**config.mk**
```make
export PLATFORM = sky130hd
export DESIGN_NAME = i2c_regbank
export DESIGN_NICKNAME = d
export VERILOG_FILES = /design/src/rtl/i2c_regbank.sv
export SDC_FILE = /design/constraint.sdc
export NUM_CORES = 1
export LEC_CHECK = 0
export CAP_MARGIN = 15
export CORE_AREA = 10 10 92 94
export CTS_BUF_LIST = sky130_fd_sc_hd__clkbuf_4 sky130_fd_sc_hd__clkbuf_8
export DETAILED_ROUTE_END_ITERATION = 8
export DIE_AREA = 0 0 102 104
export GPL_ROUTABILITY_DRIVEN = 0
export GPL_TIMING_DRIVEN = 0
export PLACE_DENSITY = 0.79
export SETUP_SLACK_MARGIN = 0.1
export SLEW_MARGIN = 40
export SYNTH_ARGS = -nofsm -noshare
export SYNTH_HDL_FRONTEND = slang
export SYNTH_SLANG_ARGS = --single-unit
```
**constraint.sdc**
```tcl
create_clock -name I_clk -period 3.05 [get_ports I_clk]
set_input_delay 0.4575 -clock I_clk [delete_from_list [all_inputs] [get_ports I_clk]]
set_output_delay 0.4575 -clock I_clk [all_outputs]
set_load 0.05 [all_outputs]
```
**src/rtl/i2c_regbank.sv**
```systemverilog
// I2C target with a pointer-addressed bank of byte registers.
// SCL/SDA are oversampled on the system clock. Writes go through an auto-incrementing pointer,
// reads return the bank contents, and the pointer wraps at P_NREGS.
module i2c_regbank #(
    parameter int unsigned P_NREGS   = 4,
    parameter logic [7:0]  P_RST_VAL = 8'h00
) (
    input  logic                 I_clk,
    input  logic                 I_rst_n,
    input  logic                 I_scl,
    input  logic                 I_sda,
    output logic                 O_sda_oe,
    input  logic [6:0]           I_myaddr,
    output logic [8*P_NREGS-1:0] O_regs,
    output logic                 O_wr_stb,
    output logic [3:0]           O_wr_idx,
    output logic                 O_busy
);

    localparam int unsigned PW = $clog2(P_NREGS);

    typedef enum logic [3:0] {
        StIdle,
        StAddr,
        StAddrAck,
        StPtr,
        StPtrAck,
        StWdata,
        StWdataAck,
        StRdata,
        StRdataAck,
        StIgnore
    } state_e;

    // [0],[1] synchroniser stages, [2] history flop for edge detection
    logic [2:0] scl_sync_q, sda_sync_q;
    logic       scl_s, sda_s, scl_rise, scl_fall, start_det, stop_det;

    state_e              state_q, state_d;
    logic [2:0]          bit_cnt_q, bit_cnt_d;
    logic [7:0]          shift_q, shift_d;
    logic [PW-1:0]       ptr_q, ptr_d, ptr_inc;
    logic [8*P_NREGS-1:0] regs_q, regs_d;
    logic                oe_q, oe_d;
    logic                busy_q, busy_d;
    logic                slot_q, slot_d;  // ACK slot opened by its first SCL fall
    logic                rw_q, rw_d;
    logic                wr_stb_q, wr_stb_d;
    logic [3:0]          wr_idx_q, wr_idx_d;
    logic [7:0]          rx_byte, rd_byte;

    assign scl_s     = scl_sync_q[1];
    assign sda_s     = sda_sync_q[1];
    assign scl_rise  = scl_s & ~scl_sync_q[2];
    assign scl_fall  = ~scl_s & scl_sync_q[2];
    assign start_det = scl_s & sda_sync_q[2] & ~sda_s;
    assign stop_det  = scl_s & ~sda_sync_q[2] & sda_s;

    assign rx_byte = {shift_q[6:0], sda_s};
    assign rd_byte = regs_q[{ptr_q, 3'b000} +: 8];
    assign ptr_inc = (ptr_q == PW'(P_NREGS - 1)) ? '0 : ptr_q + 1'b1;

    // Synchronise the bus pins; idle bus is high so reset the chain to 1
    always_ff @(posedge I_clk or negedge I_rst_n) begin
        if (!I_rst_n) begin
            scl_sync_q <= 3'b111;
            sda_sync_q <= 3'b111;
        end else begin
            scl_sync_q <= {scl_sync_q[1:0], I_scl};
            sda_sync_q <= {sda_sync_q[1:0], I_sda};
        end
    end

    // Protocol state, register bank and output registers
    always_ff @(posedge I_clk or negedge I_rst_n) begin
        if (!I_rst_n) begin
            state_q   <= StIdle;
            bit_cnt_q <= '0;
            shift_q   <= '0;
            ptr_q     <= '0;
            regs_q    <= {P_NREGS{P_RST_VAL}};
            oe_q      <= 1'b0;
            busy_q    <= 1'b0;
            slot_q    <= 1'b0;
            rw_q      <= 1'b0;
            wr_stb_q  <= 1'b0;
            wr_idx_q  <= '0;
        end else begin
            state_q   <= state_d;
            bit_cnt_q <= bit_cnt_d;
            shift_q   <= shift_d;
            ptr_q     <= ptr_d;
            regs_q    <= regs_d;
            oe_q      <= oe_d;
            busy_q    <= busy_d;
            slot_q    <= slot_d;
            rw_q      <= rw_d;
            wr_stb_q  <= wr_stb_d;
            wr_idx_q  <= wr_idx_d;
        end
    end

    // Next-state logic; START/STOP override any SCL edge seen in the same cycle
    always_comb begin
        state_d   = state_q;
        bit_cnt_d = bit_cnt_q;
        shift_d   = shift_q;
        ptr_d     = ptr_q;
        regs_d    = regs_q;
        oe_d      = oe_q;
        busy_d    = busy_q;
        slot_d    = slot_q;
        rw_d      = rw_q;
        wr_stb_d  = 1'b0;
        wr_idx_d  = wr_idx_q;

        if (start_det) begin
            state_d   = StAddr;
            bit_cnt_d = '0;
            oe_d      = 1'b0;
            busy_d    = 1'b0;
            slot_d    = 1'b0;
        end else if (stop_det) begin
            state_d = StIdle;
            oe_d    = 1'b0;
            busy_d  = 1'b0;
            slot_d  = 1'b0;
        end else begin
            unique case (state_q)
                StAddr, StPtr, StWdata: begin
                    if (scl_rise) begin
                        shift_d = rx_byte;
                        if (bit_cnt_q != 3'd7) begin
                            bit_cnt_d = bit_cnt_q + 3'd1;
                        end else begin
                            bit_cnt_d = '0;
                            slot_d    = 1'b0;
                            if (state_q == StAddr) begin
                                if (rx_byte[7:1] == I_myaddr) begin
                                    state_d = StAddrAck;
                                    rw_d    = rx_byte[0];
                                    busy_d  = 1'b1;
                                end else begin
                                    state_d = StIgnore;
                                end
                            end else if (state_q == StPtr) begin
                                if (32'(rx_byte) < P_NREGS) begin
                                    ptr_d   = rx_byte[PW-1:0];
                                    state_d = StPtrAck;
                                end else begin
                                    state_d = StIgnore;
                                end
                            end else begin
                                regs_d[{ptr_q, 3'b000} +: 8] = rx_byte;
                                wr_stb_d = 1'b1;
                                wr_idx_d = 4'(ptr_q);
                                ptr_d    = ptr_inc;
                                state_d  = StWdataAck;
                            end
                        end
                    end
                end
                StAddrAck, StPtrAck, StWdataAck: begin
                    // First fall opens the ACK slot, second fall closes it
                    if (scl_fall) begin
                        if (!slot_q) begin
                            oe_d   = 1'b1;
                            slot_d = 1'b1;
                        end else begin
                            slot_d    = 1'b0;
                            oe_d      = 1'b0;
                            bit_cnt_d = '0;
                            if (state_q == StAddrAck && rw_q) begin
                                shift_d = rd_byte;
                                oe_d    = ~rd_byte[7];
                                state_d = StRdata;
                            end else if (state_q == StAddrAck) begin
                                state_d = StPtr;
                            end else begin
                                state_d = StWdata;
                            end
                        end
                    end
                end
                StRdata: begin
                    // bit_cnt counts bits already clocked out; MSB was driven on entry
                    if (scl_rise) begin
                        if (bit_cnt_q == 3'd7) begin
                            bit_cnt_d = '0;
                            slot_d    = 1'b0;
                            state_d   = StRdataAck;
                        end else begin
                            bit_cnt_d = bit_cnt_q + 3'd1;
                        end
                    end else if (scl_fall) begin
                        oe_d = ~shift_q[3'd7 - bit_cnt_q];
                    end
                end
                StRdataAck: begin
                    if (scl_fall) begin
                        if (!slot_q) begin
                            oe_d   = 1'b0;
                            slot_d = 1'b1;
                        end else begin
                            slot_d    = 1'b0;
                            bit_cnt_d = '0;
                            shift_d   = rd_byte;
                            oe_d      = ~rd_byte[7];
                            state_d   = StRdata;
                        end
                    end else if (scl_rise && slot_q) begin
                        if (sda_s) begin
                            state_d = StIgnore;
                            busy_d  = 1'b0;
                            oe_d    = 1'b0;
                            slot_d  = 1'b0;
                        end else begin
                            ptr_d = ptr_inc;
                        end
                    end
                end
                StIdle, StIgnore: begin
                    oe_d = 1'b0;
                end
                default: begin
                    state_d = StIdle;
                    oe_d    = 1'b0;
                end
            endcase
        end
    end

    assign O_sda_oe = oe_q;
    assign O_regs   = regs_q;
    assign O_wr_stb = wr_stb_q;
    assign O_wr_idx = wr_idx_q;
    assign O_busy   = busy_q;

endmodule

```
[Yosys cells after proc, flatten, opt, wreduce, memory -nomap -nowiden]
Index checks and enable logic that the tools add are counted.
Word-level totals
  register bits after elaboration: 62
  output and inout port bits: 39
  word-level logic and storage cells: 193
Operators by class
  add/subtract/negate cells: 4
  $lt $le $gt $ge: 2
  eq/ne operators: 48
  shifts and indexed selects: 3
  muxes and demuxes: 85
  bitwise gates (word level): 17
  reduce and logical (&&, ||, !) cells: 21
Operator list (count)
  $mux W4: 16
  $ne A4 B4 Y1 const B: 13
  $mux W8: 6
  $mux W1: 35
  $bwmux W32: 1
  $shift A8 B7 Y32 const A: 1
  $shiftx A32 B6 Y8: 1
  $shiftx A8 B7 Y32: 1
  $mux W3: 10
  $ne A2 B2 Y1 const B: 12
  $pmux W8 S3: 1
  $pmux W4 S5: 1
  $reduce_and A10 Y1: 2
  $mux W2: 9
  $ne A3 B3 Y1 const B: 6
  $eq A4 B3 Y1 const B: 4
  $reduce_and A8 Y1: 2
  $ne A5 B5 Y1 const B: 3
  $reduce_and A7 Y1: 2
  $reduce_and A6 Y1: 2
  $not A1 Y1: 11
  $pmux W3 S3: 1
  $reduce_and A9 Y1: 1
  $eq A4 B2 Y1 const B: 2
  other kinds (26): 37

[Longest topological paths before layout]
  word-level depth: 9
  gate-level depth with buffers: 8
  gate-level depth less buffers: 6

[Worst setup path after synthesis]
No wires, ideal clock.
  kind: register -> register
  start point: register ptr_q[1]
  end point: register regs_q[16], in the netlist O_regs[16]
  library setup time: 83 ps
  arrival: 1928 ps
  data required time: 2967 ps
  setup slack: 1039 ps
  stages on the path, launching flop included: 7
  path through: dfrtp_1 > clkbuf_1 > inv_1 > ha_1 > nor3b_1 > nand2_1 > o21ai_0
On the way
  cells in the longest elaborated chain, start to end: 3
  elaborated cells between the ends (all ways): 4
Ends and longest elaborated chain
  from (decl): RTL line 42  | logic [PW-1:0] ptr_q, ptr_d, ptr_inc;
  from (signal assigned): RTL line 92  | ptr_q <= ptr_d;
  $neg A5 Y7 (*): RTL line 154  | regs_d[{ptr_q, 3'b000} +: 8] = rx_byte;
  $shiftx A8 B7 Y32 or $shift A8 B7 Y32 (tied branches): RTL line 154
  $bwmux W32 (*): RTL line 154
  to (signal assigned): RTL line 81  | regs_q <= {P_NREGS{P_RST_VAL}};
  to (signal assigned): RTL line 93  | regs_q <= regs_d;
  to (decl): RTL line 43  | logic [8*P_NREGS-1:0] regs_q, regs_d;
Mark *: on every way between the ends. The rest lies on a longest branch, timed or not.
A chain may end at the register's enable or synchronous reset.

[Worst setup path after layout]
  start point: register ptr_q[1]
  end point: register regs_q[12], in the netlist O_regs[12]
The elaborated chain is that of the path after synthesis.

==> flow_summary.ini <==
[outcome]
outcome = finished clean

[timing]
fin_crit_sh = 0.7794
rsz0062_at_grt = no
slew_headroom = 0.6247
period_minus_slack_ns = 2.377
finalMaxSlewViolations = 0
setup_viol = 0
finClkSkew_ns = 0.009176
whs_ns = 0.03825
fmax_mhz = 420.7
final_hold_viol_count = 0
worst_slew_pin_slew_ns = 0.5599

[grt]
first_global_vias = 3172
grtUsageTotal = 0.1884
grt_max_degree = 34
antenna_found_initial = 0
grt_pass1_wl_um = 16040
overflow = 0

[logic_synthesis]
yosys_warnings = 0
synth-async-reset-ratio = 1.000
synth_enable_flop_cells = 0
ys_ff_latch = 62
ys_types = 60
yosysSeqAreaShare = 0.4352
synth_flop_cell = dfrtp_1
syn-mean-instance-area_sq_um = 9.814
syn_inst = 365
synth_area_sq_um = 3582

[setup_path]
crit_path_max_fanout = 10
cpPeakStageDelay_ns = 0.50
critPathKind = flip-flop to flip-flop
path_buf_inv = 2
crit_required_ns = 3.31
worstPathArrival_ns = 2.64
crit_path_end_kind = flip-flop
crit_chain = clkbuf_1 -> inv_1 -> ha_1 -> nor3b_2 -> nand2_1 -> o21ai_0
path_delay_family = buffers and inverters
cp_slowest_cell = nor3b_2
critPathLaunchType = flip-flop

[detailed_routing]
dr.pass1.iters = 5
drc = 0
post_drt_wl_per_cell_um = 18.76
ant_nets = 0
vias = 3076
drt_iter0_drc = 169
routed_wl_um = 9567
via_per_inst = 6.031

[clocking]
clk_pin_slew_worst_paths_ns = 0.08
insertion_delay_ns = 0.35
clockBufferDepth = 2
cts_setup_buffers = 0
cts_root_buf = clkbuf_8
cts_tree = built
cts_buffers = 9
cts-resized-gates = 0
ctsHtreeMaxLevel = 3
cts_sinks = 62
holdBufCountCts = 0

[floorplan]
die_area_sq_um = 10610
fp.dieW_um = 102
num_io_pins = 50
num_rows = 30
initial_utilization = 0.5361
core_area_sq_um = 6681
die_height_um = 104

[pwr]
vdd_ir_drop_max_mv = 0.3098
p_leak_nw = 1.726
power.density_nw_per_um2 = 598.4

[cells_and_area]
n_antenna_cell = 0
num-fill-cells = 569
final_area_sq_um = 4398
area_growth_pct = 22.77
drive_above_1_share = 0.1698
layout_common_cells = 81 x nand2_1, 56 x dfrtp_1, 46 x clkdlybuf4s50_1, 36 x o21ai_0, 19 x mux2i_1
layout.nets = 444
final_common_cell = nand2_1

[hold_path]
hold_class = input pin to async pin

[placed_design]
dp_hpwl_um = 7105
io_buffers = 47
placed_cell_area_sq_um = 4179

[job]
cap_violations = 0
-- power breakdown --
| group | internal [mW] | leakage, nW | switching, mW |
|---|---|---|---|
| registers | 0.898 | 0.838 | 0.0665 |
| clock network | 0.420 | 0.0976 | 0.344 |
| logic | 0.343 | 0.790 | 0.559 |
| total | 1.66 | 1.73 | 0.970 |
-- cells in the mapped netlist, drive strengths merged, types with 6 or more instances --
cell type | count | area [sq um]
xnor2 | 6 | 52.55
ha | 8 | 100.1
nand2 | 81 | 304.0
nor2 | 8 | 32.54
mux4 | 9 | 202.7
mux2 | 6 | 67.56
buf | 15 | 97.59
a21oi | 12 | 63.81
nor3 | 7 | 40.04
clkbuf | 11 | 41.29
o21ai | 44 | 227.7
inv | 7 | 26.28
mux2i | 19 | 190.2
dfstp | 6 | 157.7
dfrtp | 56 | 1401
nand3 | 11 | 55.05
nor2b | 6 | 37.54
-- cells by family after synthesis --
| group | share of synthesized area |
|---|---|
| AND/OR/NAND/NOR | 0.1911 |
| adder cells (fa/ha/maj) | 0.02794 |
| AO/OA/AOI/OAI | 0.1505 |
| flip-flops | 0.4352 |
| multiplexers | 0.1285 |
| buffers and inverters | 0.04611 |
| other | 0.001047 |
| XOR/XNOR | 0.01956 |
-- registers in the layout, summed over array words and instances (netlist names), 2 cells and up --
signal / count
sda_sync_q: 3
state_q: 4
O_regs: 32
scl_sync_q: 3
ptr_q: 2
bit_cnt_q: 3
O_wr_idx: 2
shift_q: 8
-- routing by layer --
metal,vias to the layer above,GRT usage,part of all wire
li1,1411,-,-
met1,1511,0.2312,0.42
met2,129,0.2968,0.48
met3,25,0.06512,0.072
met4,0,0.06754,0.024
met5,-,0,0
-- metrics by stage --
step,worst slack [ns],setup TNS [ns],util,power (mW),instances
after floorplan,1.039,0,-,1.638,366
after global placement,-0.5304,-29.51,0.6221,1.828,493
after detailed placement,0.4192,0,0.6255,1.862,494
after CTS,0.4182,0,0.6567,2.619,510
after global routing,0.4306,0,0.6582,2.775,510
final,0.6729,0,0.6582,2.632,510
-- final timing paths --
kind                                     from             to  slack (ns)  cells past startpoint
worst max-delay path                 ptr_q[1]     O_regs[12]        0.67                      6
worst min-delay path                  I_rst_n     state_q[0]        0.04                      1
worst max register to register       ptr_q[1]     O_regs[12]        0.67                      6
worst min register to register  scl_sync_q[0]  scl_sync_q[1]        0.36                      0
max in group asynchronous             I_rst_n  scl_sync_q[2]        2.42                      2
min in group I_clk              scl_sync_q[0]  scl_sync_q[1]        0.36                      0
-- area by class of cell --
class	instances	area, sq um	share of cell area
clock buffers	11	151.4	0.03442
repair buffers	48	488.0	0.1110
clock inverters	5	57.56	0.01309
inverters	7	26.28	0.005974
multi-input cells	271	1877	0.4267
plain buffers	26	138.9	0.03158
well taps	80	100.1	0.02276
flip-flops and latches	62	1559	0.3545
No activity file was read; power rests on OpenSTA's default activity.
